--- src/rtl/signal_gen_pkg.sv ---
// Shared defaults and elaboration-time helpers for the signal_gen value-match detector.
package signal_gen_pkg;

   localparam int DEFAULT_NUM_WIDTH = 3;
   localparam int DEFAULT_NUM_VALUE = 7;
   localparam int DEFAULT_CNT_WIDTH = 8;

   // True when an unsigned constant is representable in the given number of bits.
   function automatic bit value_fits(input int value, input int width);
      if (value < 0) return 1'b0;
      if (width >= 31) return 1'b1;
      return (value >> width) == 0;
   endfunction

endpackage

--- src/rtl/signal_gen_edge.sv ---
// Rise detector on a level input plus a saturating counter of detected rises.
module signal_gen_edge
   import signal_gen_pkg::*;
#(
   parameter int CNT_WIDTH = DEFAULT_CNT_WIDTH
) (
   input  logic                 clk,
   input  logic                 rst,
   input  logic                 level,
   output logic                 rise,
   output logic [CNT_WIDTH-1:0] count
);

   logic                 level_q;
   logic [CNT_WIDTH-1:0] count_next;

   // NOTE: default assigned first so no path through this block leaves count_next unassigned (no latch).
   always_comb begin
      count_next = count;
      if (rise && (count != '1)) begin
         count_next = count + 1'b1;
      end
   end

   // NOTE: non-blocking assignments so every register samples the pre-edge values of the others.
   always_ff @(posedge clk) begin
      if (rst) begin
         level_q <= 1'b0;
         rise    <= 1'b0;
         count   <= '0;
      end else begin
         level_q <= level;
         rise    <= level & ~level_q;
         count   <= count_next;
      end
   end

endmodule

--- src/rtl/signal_gen.sv ---
// Registered value-match detector: flags num == NUM_VALUE, pulses on match entry, counts entries.
module signal_gen
   import signal_gen_pkg::*;
#(
   parameter int NUM_WIDTH = DEFAULT_NUM_WIDTH,
   parameter int NUM_VALUE = DEFAULT_NUM_VALUE,
   parameter int CNT_WIDTH = DEFAULT_CNT_WIDTH
) (
   input  logic                 clk,
   input  logic                 rst,
   input  logic [NUM_WIDTH-1:0] num,
   output logic                 signal,
   output logic                 signal_rise,
   output logic [CNT_WIDTH-1:0] match_count
);

   if (NUM_WIDTH < 1) begin : g_bad_num_width
      $error("signal_gen: NUM_WIDTH must be at least 1");
   end
   if (CNT_WIDTH < 1) begin : g_bad_cnt_width
      $error("signal_gen: CNT_WIDTH must be at least 1");
   end
   if (!value_fits(NUM_VALUE, NUM_WIDTH)) begin : g_bad_num_value
      $error("signal_gen: NUM_VALUE does not fit in NUM_WIDTH bits");
   end

   localparam logic [NUM_WIDTH-1:0] MATCH_VALUE = NUM_WIDTH'(NUM_VALUE);

   logic match;

   // Full-width unsigned compare; the constant is sized to num, never the other way round.
   assign match = (num == MATCH_VALUE);

   always_ff @(posedge clk) begin
      if (rst) begin
         signal <= 1'b0;
      end else begin
         signal <= match;
      end
   end

   // The edge block keeps its own delayed copy of match so the pulse lines up with signal.
   signal_gen_edge #(
      .CNT_WIDTH(CNT_WIDTH)
   ) u_edge (
      .clk  (clk),
      .rst  (rst),
      .level(match),
      .rise (signal_rise),
      .count(match_count)
   );

endmodule

--- config.mk ---
export PLATFORM = sky130hd
export DESIGN_NAME = signal_gen
export DESIGN_NICKNAME = d
export VERILOG_FILES = /design/src/rtl/signal_gen_pkg.sv /design/src/rtl/signal_gen_edge.sv /design/src/rtl/signal_gen.sv
export SDC_FILE = /design/constraint.sdc
export NUM_CORES = 1
export LEC_CHECK = 0
export CAP_MARGIN = 5
export CORE_AREA = 2 2 39 41
export CTS_CLUSTER_SIZE = 30
export DETAILED_ROUTE_END_ITERATION = 16
export DIE_AREA = 0 0 41 43
export PLACE_DENSITY = 0.79
export SYNTH_ARGS = -nofsm -noshare
export SYNTH_HDL_FRONTEND = slang
export SYNTH_SLANG_ARGS = --single-unit
export TNS_END_PERCENT = 1
--- constraint.sdc ---
create_clock -name clk -period 1.8 [get_ports clk]
set_input_delay 0.27 -clock clk [delete_from_list [all_inputs] [get_ports clk]]
set_output_delay 0.27 -clock clk [all_outputs]
set_load 0.1 [all_outputs]
==> impl_metrics.env <==
export IMPL_cpLargestDelayFamily="flip-flops"
export IMPL_gr_total_overflow=0
export IMPL_antenna_cells=0
export IMPL_syn_inst=52
export IMPL_drcViolationCount=0
export IMPL_hold_ws_ns=0.431
export IMPL_p_comb_frac=0.086
export IMPL_drt_initial_drc_count=0
export IMPL_syn_area_per_cell_um2=9.96
export IMPL_p_sw_frac=0.218
export IMPL_p_leak_nw=0.288
export IMPL_p_per_area_mw_per_mm2=630
export IMPL_die_h_um=43
export IMPL_max_freq_mhz=651
export IMPL_hold_path_class="register to register"
export IMPL_die_area_mm2=0.00176
export IMPL_vias_per_cell=5.20
export IMPL_cp_num_cells=4
export IMPL_initial_utilization=0.374
export IMPL_fp_dieW_um=41
export IMPL_path_clk_slew_ns=0.07
export IMPL_synth_area_top_cells="dfxtp_1 39%, mux2_4 12%, nor2b_1 6.0%"
export IMPL_layout_min_cycle_time_ns=1.54
export IMPL_finalNetCount=75
export IMPL_postCtsSetupRepairBufs=0
export IMPL_wirelength_um=959
export IMPL_grt_pass1_wl_um=1750
export IMPL_crit_path_max_fanout=6
export IMPL_grtUsageTotal=0.140
export IMPL_netlist_area_um2=518
export IMPL_synth_most_common_cell="dfxtp_1"
export IMPL_status="completed"
export IMPL_synth_edf_count=0
export IMPL_cts_hold_buf=0
export IMPL_cts_root_buffer="clkbuf_4"
export IMPL_finClkSkew_ns=0.00356
export IMPL_ir_drop_mv=0.430
export IMPL_crit_required_ns=1.94
export IMPL_synthesis_nets=58
export IMPL_grt_antenna_before_repair=0
export IMPL_ys_ff_latch=10
export IMPL_slowest_delay_ns=0.35
export IMPL_async_reset_ff_frac=0
export IMPL_worstPathArrival_ns=1.68
export IMPL_htree_levels=1
export IMPL_firstDrtPassIters=1
export IMPL_worstSetupPathType="register to register"
export IMPL_finalSetupViolations=0
export IMPL_yosys_area_top_type="dfxtp_1"
export IMPL_total_power_w=0.000464
export IMPL_cts_resized=0
export IMPL_cp_end_kind="register"
export IMPL_yosysSeqAreaShare=0.386
export IMPL_whs_path_depth=1
export IMPL_synth_top_flop_cell="dfxtp_1"
export IMPL_synth_top_cell_area_share=0.386
export IMPL_drv_cap=0
export IMPL_crit_slowest_cell="dfxtp_2"
export IMPL_ant_nets=0
export IMPL_worstPathCellList="ha_1 > and3_2 > a211oi_2 > mux2_4"
export IMPL_fin_setup_tns_ns=0
export IMPL_ys_warnings_count=0
export IMPL_dp_cells=80
export IMPL_fin_crit_sh=0.853
export IMPL_clk_path_buf_depth=2
export IMPL_drive_gt1_frac=0.471
export IMPL_p_sw_w=0.000101
export IMPL_synth_common_cells="10 x dfxtp_1, 5 x nor2b_1, 4 x mux2_4, 4 x nor2_1, 3 x a21oi_1"
export IMPL_place_gp_congestion=0.707
export IMPL_insertion_delay_ns=0.26
export IMPL_fillers=127
export IMPL_num_rows=14
export IMPL_numCtsBuffers=3
export IMPL_dpl_hpwl_um=710
export IMPL_cts_tree="built"
export IMPL_worstMarginPinSlew_ns=0.443
export IMPL_critPathBufInv=0
export IMPL_slew_headroom=0.703
export IMPL_hp_start="u_edge.level_q"
export IMPL_r2r_cells=4
export IMPL_p_int_w=0.000363
export IMPL_synth_distinct_cells=26
export IMPL_grt_pass1_vias=419
export IMPL_slew_violations=0
export IMPL_hold_violations=0
export IMPL_pwr_share_clk=0.426
export IMPL_cts_sinks=10
export IMPL_startpoint_type="register"
export IMPL_timing_rr_start="u_edge.count[0]"
export IMPL_area_growth_pct=42.0
export IMPL_grt_setup_unrepaired="false"
export IMPL_core_area_mm2=0.00138
export IMPL_layout_cells_non_filler=84
export IMPL_power_frac_seq=0.488
export IMPL_grt_max_degree=15
export IMPL_io_pins=15
export IMPL_critPathLaunch="u_edge.count[0]"
export IMPL_vias=437
export IMPL_wl_per_cell_um=11.4
export IMPL_io_buffers=14
[cell type report]
cell class | count | area, um^2 | share of cell area
flip-flops and latches | 10 | 211 | 0.287
clock buffers | 4 | 36.3 | 0.0493
inverters | 1 | 3.75 | 0.00510
repair buffers | 14 | 165 | 0.224
well taps | 16 | 20.0 | 0.0272
multi-input cells | 39 | 299 | 0.406
[flip-flops by register name, indices dropped and copies added (netlist names)]
signal,flops
u_edge.count,8
u_edge.rise,1
u_edge.level_q,1
[kinds of logic after synthesis]
kind of cell / after synthesis / share of synthesized area
AOI/OAI and AO/OA: 10 / 0.150
adders and majority gates: 1 / 0.0242
buffers and inverters: 3 / 0.0362
DFF: 10 / 0.386
muxes: 5 / 0.135
and+or+nand+nor: 23 / 0.268
[per-layer routing]
metal,share of wire,track usage,wire length [um],vias to the layer above
met4,0,0.0800,0,0
met3,0.041,0.0157,39,0
met5,0,0,0,-
met1,0.46,0.196,442,203
met2,0.50,0.200,476,11
li1,-,-,-,223
[cells in the final DEF (no fill, tap or decap), drive strengths merged, types with 2 or more instances in the layout]
master and n:
clkbuf 4, mux2 4, nand2b 2, dfxtp 10, buf 10, a21oi 5, nor2 4, and4 2
nand4 2, nor2b 5, nand3 2, a21boi 2, clkdlybuf4s50 4
[path summary, 6_finish.rpt]
path	to	slack [ns]
hold reg to reg	u_edge.rise	0.43
setup reg to reg	u_edge.count[5]	0.26
hold / removal	u_edge.rise	0.43
setup / recovery	u_edge.count[5]	0.26
[power by group through the flow]
stage | registers (W) | logic [W] | clock network [W]
after CTS | 0.000226 | 0.0000404 | 0.000205
after floorplan | 0.000246 | 0.00000965 | 0
final | 0.000226 | 0.0000399 | 0.000197
after global routing | 0.000227 | 0.0000425 | 0.000211
after global placement | 0.000231 | 0.0000396 | 0
after detailed placement | 0.000231 | 0.0000403 | 0
[metrics by stage]
stage | area, um^2 | utilization | setup slack (ns)
finish | 736 | 0.532 | 0.264
global route | 736 | 0.532 | 0.188
CTS | 736 | 0.532 | 0.258
detailed placement | 699 | 0.505 | 0.262
global placement | 699 | 0.505 | 0.278
floorplan | 529 | - | 0.0744
Note: power is estimated with default switching activity, not from simulation.
